$ cat src/rtl/imem_loader.sv
// imem_loader: streams 32-bit words into byte-wide instruction memory,
// big-endian, holding the CPU while a load session is in progress.
module imem_loader #(
  parameter int ADDR_W    = 10,
  parameter int BASE_ADDR = 0
) (
  input  logic              CLK,
  input  logic              RESET,
  input  logic              start,
  input  logic              word_valid,
  input  logic [31:0]       word_data,
  input  logic              word_last,
  output logic              word_ready,
  output logic              mem_we,
  output logic [ADDR_W-1:0] mem_addr,
  output logic [7:0]        mem_wdata,
  output logic              cpu_hold,
  output logic              busy,
  output logic              done,
  output logic              overflow,
  output logic [ADDR_W-2:0] word_count
);

  localparam logic [1:0] S_IDLE   = 2'd0;
  localparam logic [1:0] S_ACCEPT = 2'd1;
  localparam logic [1:0] S_WRITE  = 2'd2;
  localparam logic [1:0] S_DONE   = 2'd3;

  localparam logic [ADDR_W+1:0] LIM =
    (ADDR_W+2)'(1) << ADDR_W;

  logic [1:0]        r_state;
  // one extra bit so a completely filled memory is distinguishable
  logic [ADDR_W:0]   r_ptr;
  logic [1:0]        r_idx;
  logic [31:0]       r_word;
  logic              r_last;
  logic [ADDR_W-2:0] r_cnt;
  logic              r_ovf;

  logic [ADDR_W+1:0] w_ptr_n;
  logic              w_full;
  logic              w_we;
  logic [7:0]        w_byte;

  assign w_ptr_n = {1'b0, r_ptr} + (ADDR_W+2)'(4);
  assign w_full  = w_ptr_n > LIM;
  assign w_we    = (r_state == S_WRITE);

  always_comb begin
    w_byte = '0;
    unique case (r_idx)
      2'd0: w_byte = r_word[31:24];
      2'd1: w_byte = r_word[23:16];
      2'd2: w_byte = r_word[15:8];
      2'd3: w_byte = r_word[7:0];
      default: w_byte = '0;
    endcase
  end

  always_ff @(posedge CLK) begin
    if (RESET) begin
      r_state <= S_IDLE;
      r_ptr   <= '0;
      r_idx   <= '0;
      r_word  <= '0;
      r_last  <= 1'b0;
      r_cnt   <= '0;
      r_ovf   <= 1'b0;
    end else begin
      unique case (r_state)
        S_IDLE: begin
          if (start) begin
            r_cnt   <= '0;
            r_ovf   <= 1'b0;
            r_ptr   <= (ADDR_W+1)'(BASE_ADDR);
            r_state <= S_ACCEPT;
          end
        end
        S_ACCEPT: begin
          if (word_valid) begin
            if (w_full) begin
              r_ovf   <= 1'b1;
              r_state <= word_last ? S_DONE : S_ACCEPT;
            end else begin
              r_word  <= word_data;
              r_last  <= word_last;
              r_idx   <= '0;
              r_state <= S_WRITE;
            end
          end
        end
        S_WRITE: begin
          r_idx <= r_idx + 2'd1;
          if (r_idx == 2'd3) begin
            r_ptr   <= w_ptr_n[ADDR_W:0];
            r_cnt   <= r_cnt + 1'b1;
            r_state <= r_last ? S_DONE : S_ACCEPT;
          end
        end
        S_DONE:  r_state <= S_IDLE;
        default: r_state <= S_IDLE;
      endcase
    end
  end

  assign word_ready = (r_state == S_ACCEPT);
  assign busy       = (r_state == S_ACCEPT) || w_we;
  assign cpu_hold   = busy;
  assign done       = (r_state == S_DONE);
  assign mem_we     = w_we;
  assign mem_addr   = w_we ?
    r_ptr[ADDR_W-1:0] + ADDR_W'(r_idx) : '0;
  assign mem_wdata  = w_we ? w_byte : '0;
  assign overflow   = r_ovf;
  assign word_count = r_cnt;

endmodule
$ cat config.mk
export PLATFORM = sky130hd
export DESIGN_NAME = imem_loader
export DESIGN_NICKNAME = d
export VERILOG_FILES = /design/src/rtl/imem_loader.sv
export SDC_FILE = /design/constraint.sdc
export NUM_CORES = 1
export LEC_CHECK = 0
export ABC_AREA = 1
export ABC_CLOCK_PERIOD_IN_PS = 3550
export CORE_MARGIN = 2
export CORE_UTILIZATION = 54
export DETAILED_ROUTE_END_ITERATION = 6
export GPL_ROUTABILITY_DRIVEN = 0
export PLACE_DENSITY = 0.86
export SLEW_MARGIN = 10
export SYNTH_ARGS = -nofsm -noshare
export SYNTH_HDL_FRONTEND = slang
export SYNTH_SLANG_ARGS = --single-unit
$ cat constraint.sdc
create_clock -name CLK -period 3.55 [get_ports CLK]
set_input_delay 0.71 -clock CLK [delete_from_list [all_inputs] [get_ports CLK]]
set_output_delay 0.71 -clock CLK [all_outputs]
set_load 0.01 [all_outputs]
==> impl_results.md <==
- Number of antenna violations at the first check in global routing: 0
- Peak ir drop on the vdd network: 0.000272 V
- Mean area per synthesized cell: 6.86 sq um
- Pin count of the biggest net entering global routing: 43
- Syn Nets: 474
- Worst flop-to-flop path endpoint: word_count[3]
- Detailed-routed wire length on met3: 410 um
- Most common library cell in the layout ignoring fill and taps: sky130_fd_sc_hd__nand2_1
- Wire length of the first global-routing pass: 12.6 mm
- Vertical die dimension: 77.7 um
- DR pass1 iterations: 5
- CTS Sinks: 56
- Starting Density: 0.566
- Critical hold path startpoint: word_count[8]
- Synthesis warning total: 0
- Initial drt markers: 236
- Final Instance Area: 0.00369 sq mm
- Combinational family with the most area after synthesis: simple AND/OR/NAND/NOR gates
- Type of the tightest min-delay check: flop to flop
- Post-route clock skew: 0.00459 ns
- Area fraction in and, or, nand and nor cells after synthesis: 0.303
- Number of I/O port buffers: 69
- Synth Register Bits: 56
- Count of nets left with antenna violations after detail routing: 0
- Synth Cell Area: 0.00293 sq mm
- Highest metal layer used by the detailed router: met4
- Worst setup path start: r_state[0]
- WP data arrival: 2.44 ns
- Sort of element at the start of the critical path: flop
- Overall Global Routing Usage: 0.257
- Worst setup path category: flop to output port
- Max-cap violations: 0
- Vias per cell: 5.51
- Number of buffers added by the clock tree synthesis step: 5
- Clock tree from TritonCTS: done
- Number of distinct library cells after synthesis: 27
- Hold violation count in the final report: 0
- Total of cells resized after clock tree synthesis: 0
- Fraction of the cycle the final worst path needs: 0.886
- Area of the core region: 0.00517 sq mm
- Leakage Power: 1.43 nW
- Setup repair after global routing missed its margin: no
- Post-DR wirelength/cell: 13.7 um
- Sequential share of the synthesized area: 0.383
- Register-to-register setup slack: 1.03 ns
- Clock latency at the later pin of the worst-skew pair: 0.31 ns
- DIE WIDTH: 77.7 um
- Total number of H-tree levels: 2
- Final Max Slew Viols: 0
- Number of rows in the core area: 26
- Setup violators final: 0
- Crit-path cells: inv_1, ha_1, buf_4, o21ai_0, a31oi_1, clkdlybuf4s50_1
- Total routed wirelength: 7.55 mm
- Worst setup margin: 0.404 ns
- R2r worst-path depth: 11
- Worst setup EP type: output port
- Cell at the slowest stage of the critical path: sky130_fd_sc_hd__clkdlybuf4s50_1
- Length of routed met2 wiring: 3.75 mm
- Maximum fanout encountered on the critical timing path: 14
- Setup slack at placement: 0.787 ns
- Final Core Density: 0.713
- Maximum clock frequency: 0.318 GHz
- Worst Hold Depth: 2
- Ports placed on the boundary: 70
- Library cell used as clock root buffer: sky130_fd_sc_hd__clkbuf_8
- Signed area change from the synthesized netlist to the final layout: 25.9%
- Power density cells: 427 mW/mm^2
- Clk buf depth: 2
- Clock transition at the registers of the reported paths: 0.10 ns
- Area post-placement: 0.00360 sq mm
- Wire length on met1: 3.33 mm
- Placed wire-length estimate: 5.31 mm
- Status: finished clean
- Slowest cell delay on critical path: 0.57 ns
- Number of global-route vias before repair: 2,793
- Slew at the pin closest to its max-slew limit: 0.573 ns
- Highest-count cells in the layout ignoring fill and taps: sky130_fd_sc_hd__nand2_1, sky130_fd_sc_hd__clkdlybuf4s50_1, sky130_fd_sc_hd__a21oi_1
- Worst Hold End: word_count[8]
- Grt total ovfl: 0
- Arithmetic-cell share of the synthesized area counting full adders, half adders and majority gates: 0.0427
- Area share of xor/xnor cells in the synthesized design: 0
- Post-detailed-route DRC marker count: 0
- Fraction of the mapped netlist area in compound gates: 0.163
- Final Critical Period: 3.15 ns
- Total Negative Setup Slacks: 0 ns
- Fraction of layout instances using a drive strength above 1: 0.0396
- Mux contribution to synthesized area: 0
- Antenna diodes: 0
- Post-Syn Instances: 427
- Required time of the critical path: 2.84 ns
- CTS Hold Buffers Added: 0
- Max_slew headroom: 0.614
- Critical register-to-register path startpoint: r_state[0]
- Via count: 3,029
- Number of setup buffers added after CTS: 0
- Die area: 0.00603 sq mm
- Net total in the final layout: 526
how the worst max path moves through the flow:
stage	to	slack [ns]
after floorplan	mem_addr[0]	1.42
after global placement	mem_wdata[3]	0.89
after detailed placement	mem_wdata[2]	0.79
after CTS	mem_wdata[2]	0.40
after global routing	mem_wdata[3]	0.25
final	mem_wdata[2]	0.40
flip-flops by register name, summed over array words and instances (netlist names):
register and count:
r_ptr 9, r_word 32, word_count 9, r_idx 2, overflow 1, r_state 2
r_last 1
metal layers:
metal	vias up	track usage
li1	1517	-
met1	1419	0.331
met2	89	0.428
met3	4	0.0651
met4	0	0.0679
met5	-	0
layout make-up:
type / instances / area (sq um)
clock inverter: 3 / 23.8
sequential: 56 / 1120
fill: 418 / 1480
tap: 70 / 87.6
inverter: 45 / 169
timing repair buffer: 74 / 728
clock buffer: 5 / 68.8
multi-input combinational: 297 / 1490
worst max-delay path: cells and delay by family, from the launching register on:
family          cells  cell delay (ns)
buf+inv             3             0.99
fa+ha+maj           1             0.49
compound gates      2             0.29
flops               1             0.35
through the flow:
step | hold WS (ns) | instances | total power [mW]
after floorplan | 0.436 | 427 | 1.06
after CTS | 0.469 | 550 | 1.58
after global placement | 0.447 | 542 | 1.21
after global routing | 0.492 | 550 | 1.67
final | 0.465 | 550 | 1.58
after detailed placement | 0.451 | 542 | 1.23
synthesized netlist by cell type:
library cell,count,area (sq um)
sky130_fd_sc_hd__nor2_2,1,6.26
sky130_fd_sc_hd__o211a_1,1,10.0
sky130_fd_sc_hd__nor3_1,3,15.0
sky130_fd_sc_hd__o21ai_1,1,5.00
sky130_fd_sc_hd__nand4_1,35,219
sky130_fd_sc_hd__buf_4,4,30.0
sky130_fd_sc_hd__nand3_4,1,17.5
sky130_fd_sc_hd__nand2_4,1,11.3
sky130_fd_sc_hd__o21a_1,2,15.0
sky130_fd_sc_hd__ha_1,10,125
sky130_fd_sc_hd__dfxtp_1,56,1120
sky130_fd_sc_hd__buf_1,2,7.51
sky130_fd_sc_hd__a31oi_1,10,62.6
sky130_fd_sc_hd__nor2_1,19,71.3
sky130_fd_sc_hd__buf_6,3,33.8
sky130_fd_sc_hd__nand2_2,1,6.26
sky130_fd_sc_hd__o21ai_0,20,100
sky130_fd_sc_hd__or2_1,1,6.26
sky130_fd_sc_hd__inv_1,45,169
sky130_fd_sc_hd__a21oi_1,57,285
sky130_fd_sc_hd__buf_2,2,10.0
sky130_fd_sc_hd__clkbuf_1,18,67.6
sky130_fd_sc_hd__nand3_2,2,20.0
sky130_fd_sc_hd__nor4_1,1,6.26
sky130_fd_sc_hd__and3_1,1,6.26
sky130_fd_sc_hd__nand3_1,11,55.1
sky130_fd_sc_hd__nand2_1,119,447
power by group:
part | leakage, nW | switching (mW) | internal [mW] | total [mW]
sequential | 0.454 | 0.0373 | 0.680 | 0.717
clock | 0.0404 | 0.217 | 0.140 | 0.357
combinational | 0.935 | 0.313 | 0.190 | 0.503
kinds of logic after synthesis:
| group | count (synthesis) |
|---|---|
| compound gates | 91 |
| fa+ha+maj | 10 |
| buf+inv | 74 |
| flops | 56 |
| simple gates | 196 |
(Power assumes the default switching activity.)
